**src/rtl/hilo_mdu_ctrl.sv**
```systemverilog
// HI/LO write sequencer for MULT/MULTU/DIV/DIVU/MTHI/MTLO: 1-cycle multiply, 32-iteration restoring divide.
// Latency: mult/mthi/mtlo write 1 cycle after accept; divide writes 33 cycles after accept (1 cycle for divide-by-zero).
// Backpressure: stall_o holds IF..EX while a divide is being accepted or running; flush cancels everything.
module hilo_mdu_ctrl #(
    parameter int DIV_ITER = 32
) (
    input  logic        clk,
    input  logic        rst,
    input  logic        op_valid,
    input  logic [2:0]  op,
    input  logic [31:0] src_a,
    input  logic [31:0] src_b,
    input  logic        flush,
    output logic        stall_o,
    output logic        hi_we,
    output logic        lo_we,
    output logic [31:0] hi_wdata,
    output logic [31:0] lo_wdata
);

    localparam logic [2:0] OP_MULT  = 3'd1;
    localparam logic [2:0] OP_MULTU = 3'd2;
    localparam logic [2:0] OP_DIV   = 3'd3;
    localparam logic [2:0] OP_DIVU  = 3'd4;
    localparam logic [2:0] OP_MTHI  = 3'd5;
    localparam logic [2:0] OP_MTLO  = 3'd6;

    typedef enum logic [1:0] {IDLE, DIV_RUN, DONE} state_t;

    state_t      state, state_nxt;
    logic [5:0]  cnt;
    logic [31:0] rem_q, quo_q, dvsr_q;
    logic        neg_quo, neg_rem;

    logic        accept, is_div, last_iter;
    logic        a_neg, b_neg;
    logic [31:0] a_mag, b_mag;
    logic [63:0] a_ext, b_ext, prod;
    logic [32:0] trial;
    logic        q_bit;
    logic [31:0] rem_nxt, quo_nxt;

    assign is_div    = (op == OP_DIV) || (op == OP_DIVU);
    assign accept    = (state == IDLE) && op_valid && !flush && (op >= OP_MULT) && (op <= OP_MTLO);
    assign last_iter = (cnt == 6'(DIV_ITER - 1));

    // Low 64 bits of the extended-operand product are correct for both signed and unsigned
    assign a_ext = (op == OP_MULT) ? {{32{src_a[31]}}, src_a} : {32'b0, src_a};
    assign b_ext = (op == OP_MULT) ? {{32{src_b[31]}}, src_b} : {32'b0, src_b};
    assign prod  = a_ext * b_ext;

    assign a_neg = (op == OP_DIV) && src_a[31];
    assign b_neg = (op == OP_DIV) && src_b[31];
    assign a_mag = a_neg ? (32'd0 - src_a) : src_a;
    assign b_mag = b_neg ? (32'd0 - src_b) : src_b;

    // Restoring step: shift the next dividend bit into the partial remainder and try to subtract
    assign trial   = {rem_q, quo_q[31]} - {1'b0, dvsr_q};
    assign q_bit   = !trial[32];
    assign rem_nxt = q_bit ? trial[31:0] : {rem_q[30:0], quo_q[31]};
    assign quo_nxt = {quo_q[30:0], q_bit};

    always_ff @(posedge clk or negedge rst) begin
        if (!rst) state <= IDLE;
        else      state <= state_nxt;
    end

    always_comb begin
        state_nxt = state;
        stall_o   = 1'b0;
        case (state)
            IDLE:    if (accept && is_div) state_nxt = (src_b == 32'd0) ? DONE : DIV_RUN;
            DIV_RUN: if (last_iter) state_nxt = DONE;
            DONE:    state_nxt = IDLE;
            default: state_nxt = IDLE;
        endcase
        if (flush) state_nxt = IDLE;
        stall_o = rst && !flush && (((state == IDLE) && op_valid && is_div) || (state == DIV_RUN));
    end

    always_ff @(posedge clk or negedge rst) begin
        if (!rst) begin
            cnt      <= 6'd0;
            rem_q    <= 32'd0;
            quo_q    <= 32'd0;
            dvsr_q   <= 32'd0;
            neg_quo  <= 1'b0;
            neg_rem  <= 1'b0;
            hi_we    <= 1'b0;
            lo_we    <= 1'b0;
            hi_wdata <= 32'd0;
            lo_wdata <= 32'd0;
        end else begin
            hi_we <= 1'b0;
            lo_we <= 1'b0;
            if (!flush) begin
                case (state)
                    IDLE: begin
                        if (accept) begin
                            case (op)
                                OP_MULT, OP_MULTU: begin
                                    hi_we    <= 1'b1;
                                    lo_we    <= 1'b1;
                                    hi_wdata <= prod[63:32];
                                    lo_wdata <= prod[31:0];
                                end
                                OP_MTHI: begin
                                    hi_we    <= 1'b1;
                                    hi_wdata <= src_a;
                                end
                                OP_MTLO: begin
                                    lo_we    <= 1'b1;
                                    lo_wdata <= src_a;
                                end
                                OP_DIV, OP_DIVU: begin
                                    if (src_b == 32'd0) begin
                                        hi_we    <= 1'b1;
                                        lo_we    <= 1'b1;
                                        hi_wdata <= src_a;
                                        lo_wdata <= 32'hFFFF_FFFF;
                                    end else begin
                                        cnt     <= 6'd0;
                                        rem_q   <= 32'd0;
                                        quo_q   <= a_mag;
                                        dvsr_q  <= b_mag;
                                        neg_quo <= a_neg ^ b_neg;
                                        neg_rem <= a_neg;
                                    end
                                end
                                default: ;
                            endcase
                        end
                    end
                    DIV_RUN: begin
                        rem_q <= rem_nxt;
                        quo_q <= quo_nxt;
                        cnt   <= cnt + 6'd1;
                        if (last_iter) begin
                            hi_we    <= 1'b1;
                            lo_we    <= 1'b1;
                            lo_wdata <= neg_quo ? (32'd0 - quo_nxt) : quo_nxt;
                            hi_wdata <= neg_rem ? (32'd0 - rem_nxt) : rem_nxt;
                        end
                    end
                    default: ;
                endcase
            end
        end
    end

endmodule
```
**config.mk**
```make
export PLATFORM = sky130hd
export DESIGN_NAME = hilo_mdu_ctrl
export DESIGN_NICKNAME = d
export VERILOG_FILES = /design/src/rtl/hilo_mdu_ctrl.sv
export SDC_FILE = /design/constraint.sdc
export NUM_CORES = 2
export LEC_CHECK = 0
export CORE_MARGIN = 2
export CORE_UTILIZATION = 59
export DETAILED_ROUTE_END_ITERATION = 7
export PLACE_DENSITY = 0.76
export REMOVE_ABC_BUFFERS = 1
export SETUP_SLACK_MARGIN = 0.05
export SLEW_MARGIN = 20
export SYNTH_ARGS = -nofsm -noshare
export SYNTH_HDL_FRONTEND = slang
export SYNTH_SLANG_ARGS = --single-unit
```
**constraint.sdc**
```tcl
create_clock -name clk -period 10.3 [get_ports clk]
set_clock_uncertainty 0.1 [all_clocks]
set_input_delay 3.09 -clock clk [delete_from_list [all_inputs] [get_ports clk]]
set_output_delay 3.09 -clock clk [all_outputs]
set_load 0.02 [all_outputs]
```
==> impl.org <==
** Logic synthesis
- Counting flops with a built-in enable in the synthesized netlist gives 0.
- The synthesized netlist devotes 3.784% of its cell area to XOR and XNOR gates.
- Proportion of synthesized flip-flops having asynchronous set or reset :: 100.0%
- In this run, distinct cell masters in the synthesized netlist total 84.
- Synthesized-area fraction occupied by ao, oa, aoi and oai cells :: 8.054%
- Among all flip-flop cells after synthesis, the most frequent one is sky130_fd_sc_hd__dfrtp_1.
- Register bit total from synthesis :: 172
- In the synthesized netlist, the number of instances is 6,780.
- Simple-Gate Fraction of Synth Area :: 13.90%
- Sequential cells were found to cover 7.124% of the synthesized design area.
- During synthesis, Yosys emitted a total of 0 warnings.
- Synthesized area :: 60,420 µm²
- Adder and majority gate portion of the synthesized area :: 54.25%
- Mux cell area share after synthesis :: 0.5053%
- Avg Inst Size Synth :: 8.911 µm²
- By area, the combinational part of the netlist is dominated by adder cells.

** Critical path
- The most numerous cell type found on the critical path is sky130_fd_sc_hd__fa_1.
- Crit. Startpoint :: op[1]
- STA classifies the critical path startpoint as an input pin.
- Critical path class :: in2reg
- CP required :: 10.62 ns
- On the worst path, the slowest cell contributes a delay of 0.61 ns.
- Of all nets on the critical path, the largest fanout is 6.
- The startpoint identified for the worst register-to-register timing path is quo_q[31].
- Critical Path Sink Type :: flip-flop
- Register-to-Register Setup Slack :: 3.83 ns
- The number of buffers and inverters on the critical path is 10.
- Data arrives at the worst endpoint at 11.96 ns.
- Among all stages on the critical path, the largest delay is contributed by sky130_fd_sc_hd__fa_2.
- Among cell families on the critical path, the largest total delay comes from adder cells.

** STA
- Subtracting the final worst setup slack from the clock period gives 11.64 ns.
- Final hold violation count :: 0
- The worst pin sits at a relative slew slack of 36.51%.
- Number of endpoints failing setup at the final stage :: 46
- On the final layout, the worst hold slack is 0.3800 ns.
- Setup repair after global routing could not meet its margin everywhere.
- Slew @ Worst Pin :: 0.9514 ns
- Count of pins over their slew limit :: 0
- Final setup slack of the worst path :: -1.340 ns
- Maximum operating frequency :: 85.91 MHz
- Dividing the final minimum period by the clock period gives 113.0%.

** GRT
- Global routing consumed, over all layers together, 40.90% of the routing resources.
- Remaining Overflow, GRT :: 0
- Largest net degree at the start of global routing :: 69
- The via count of the first global-routing pass came to 54,784.
- The number of antenna violations at the first check in global routing is 16.
- The first global-routing pass estimated 318.6 mm of wire.

** CTS
- The longest clock path from root to sink contains 2 buffers.
- The clock reaches the later pin of the worst-skew pair after 0.47 ns.
- TritonCTS Buffers :: 17
- Clock-pin slew was measured on the worst setup and hold paths at 0.08 ns.
- Clock Sinks :: 172
- Maximum level of the CTS H-tree :: 4
- The tree is rooted in a sky130_fd_sc_hd__clkbuf_16.
- Hold_buf cts :: 0
- CTS tree :: done

** Floorplan
- The total area inside the core boundary comes to 101,700 µm².
- The die is 324 µm wide.
- From bottom edge to top edge, the die measures 324 µm.
- Initial core utilization :: 59.38%
- Total Die Area :: 105,000 µm²
- 138 I/O pins were placed.
- Row cnt :: 117

** Route
- First-pass iteration count of the detailed router :: 8
- Detailed routing inserted a total of 51,071 vias.
- For this run, design rule violations remaining after detail routing come to 17.
- Number of violations reported at the end of detailed-routing iteration 0 :: 5,008
- After detailed routing, the average wire length per cell comes to 23.72 µm.
- Detailed-route vias per instance :: 5.763
- After detailed routing, the total wire length is 210.2 mm.
- Number of nets still failing antenna checks after routing :: 0

** Finish
- In the final layout, the share of cells above drive strength 1 is 19.64%.
- Compared with the post-synthesis result, the final layout area differs by 21.35%.
- Final core occ :: 72.06%
- Count of fill cells added during filler insertion :: 7,410
- Nets :: 9,312

** Placement
- The HPWL after detailed placement is 169.4 mm.
- The congestion estimate from routability-driven global placement came to 0.9964.
- Number of I/O port buffers :: 137

** Min path
- Kind of path behind the tightest hold check :: reg2reg
- Source of the worst hold timing path :: lo_wdata[2]

** Flow run
- Maxcap violations :: 0

** Status
- The flow ran to the end, but the final reports show violations.
- The final reports fail on DRC, setup timing.
worst register-to-register path: stages, from the launching register on:
cell                       delay (ns)
sky130_fd_sc_hd__dfrtp_1         0.41
sky130_fd_sc_hd__inv_1           0.11
sky130_fd_sc_hd__ha_1            0.19
sky130_fd_sc_hd__inv_1           0.06
sky130_fd_sc_hd__fa_1            0.43
sky130_fd_sc_hd__a211oi_1        0.27
sky130_fd_sc_hd__o211ai_1        0.13
sky130_fd_sc_hd__buf_4           0.18
sky130_fd_sc_hd__a211oi_1        0.55
sky130_fd_sc_hd__nor3b_1         0.16
sky130_fd_sc_hd__mux2_2          0.30
sky130_fd_sc_hd__and2_2          0.15
sky130_fd_sc_hd__buf_4           0.54
sky130_fd_sc_hd__mux2i_1         0.38
sky130_fd_sc_hd__ha_1            0.28
sky130_fd_sc_hd__nand2_1         0.09
sky130_fd_sc_hd__nor4_1          0.37
sky130_fd_sc_hd__and4b_1         0.31
sky130_fd_sc_hd__mux2i_1         0.14
sky130_fd_sc_hd__or2_2           0.34
sky130_fd_sc_hd__o21ai_0         0.21
sky130_fd_sc_hd__xor2_1          0.38
sky130_fd_sc_hd__nand2_1         0.17
sky130_fd_sc_hd__a21oi_1         0.16
synth_stat cells (24+ instances only):
cell type | number | area (µm²)
sky130_fd_sc_hd__inv_1 | 1588 | 5961
sky130_fd_sc_hd__fa_1 | 1420 | 28430
sky130_fd_sc_hd__nand2_1 | 928 | 3483
sky130_fd_sc_hd__and2_1 | 400 | 2502
sky130_fd_sc_hd__ha_1 | 345 | 4317
sky130_fd_sc_hd__clkbuf_1 | 320 | 1201
sky130_fd_sc_hd__o21ai_0 | 239 | 1196
sky130_fd_sc_hd__a21oi_1 | 200 | 1001
sky130_fd_sc_hd__nor2_1 | 186 | 698.2
sky130_fd_sc_hd__xnor2_1 | 177 | 1550
sky130_fd_sc_hd__dfrtp_1 | 172 | 4304
sky130_fd_sc_hd__xor2_1 | 84 | 735.7
sky130_fd_sc_hd__a21o_1 | 61 | 457.9
sky130_fd_sc_hd__buf_1 | 55 | 206.5
sky130_fd_sc_hd__nor3_1 | 45 | 225.2
sky130_fd_sc_hd__and3_1 | 43 | 269.0
sky130_fd_sc_hd__o22ai_1 | 34 | 212.7
sky130_fd_sc_hd__nand3_1 | 33 | 165.2
sky130_fd_sc_hd__mux2i_1 | 26 | 260.3
sky130_fd_sc_hd__nand4_1 | 26 | 162.7
sky130_fd_sc_hd__a211oi_1 | 24 | 180.2
sky130_fd_sc_hd__nand2b_1 | 24 | 150.1
sky130_fd_sc_hd__o31ai_1 | 24 | 180.2
final timing paths:
path	to	cells after the start
min reg2reg	lo_wdata[2]	2
min	lo_wdata[2]	2
max	hi_wdata[29]	35
max reg2reg	hi_wdata[16]	23
min in group asynchronous	rem_q[11]	1
max in group asynchronous	neg_quo	2
routing by layer:
metal | part of all wire (%) | track usage [%]
met1 | 36 | 51.54
met2 | 45 | 65.05
met3 | 12 | 11.73
met4 | 6.3 | 19.86
met5 | 0.036 | 0
flip-flops by register name, summed over array words and instances (netlist names):
signal    flops
dvsr_q       32
hi_wdata     32
lo_wdata     32
quo_q        32
rem_q        32
cnt           6
state         2
hi_we         1
lo_we         1
neg_quo       1
neg_rem       1
layout make-up:
type	instances	area, µm²	area share [%]
Multi-Input combinational cell	4628	50760	69.24
Antenna cell	5	12.51	0.01707
Sequential cell	172	4305	5.872
Tap cell	1368	1712	2.335
Clock buffer	17	425.4	0.5802
Timing Repair Buffer	1067	9982	13.62
Clock inverter	15	132.6	0.1809
Inverter	1590	5986	8.164
cells in the final DEF (no fill, tap or decap), drive strengths merged, types with 18 or more instances in the layout:
cell / count
inv: 1596
ha: 345
a222oi: 18
clkbuf: 22
nor3: 45
o22ai: 34
nand4: 26
o211ai: 19
o21ai: 246
mux2i: 26
a31oi: 22
or3: 21
xor2: 84
nand2: 929
and2: 401
o21a: 19
and3: 43
a211oi: 24
dfrtp: 172
clkdlybuf4s50: 76
a21oi: 201
nor2: 186
o31ai: 24
a21o: 61
xnor2: 177
fa: 1420
nand3: 33
buf: 974
nand2b: 24
stage by stage:
stage / setup TNS [ns] / setup WS, ns / instances / instance area (µm²)
finish: -32.40 / -1.340 / 8862 / 73320
global route: -41.93 / -1.512 / 8857 / 73300
CTS: -28.71 / -1.215 / 8837 / 72090
detailed placement: -90.25 / -2.734 / 8702 / 68610
global placement: -86.62 / -2.594 / 8702 / 68610
floorplan: -50.86 / -2.459 / 6390 / 58910
kinds of logic (layout without fill, tap and decap cells):
kind of cell | count (synthesis) | count (layout)
buf+inv | 1980 | 2689
simple gates | 1788 | 1788
fa+ha+maj | 1768 | 1768
compound gates | 781 | 781
xor+xnor | 261 | 261
flops | 172 | 172
mux | 30 | 30
other cells | 0 | 5
timing repair:
action	4_1_cts	5_1_grt
setup buffers	91	37
hold endpoints to repair	0	0
endpoints found under the setup margin	51	51
gates cloned	17	0
resized for setup	588	277
pin swaps	297	240
Power is left out: the tool's default activity adds up to more than one toggle a clock period on the data nets, which glitch-free logic cannot reach.
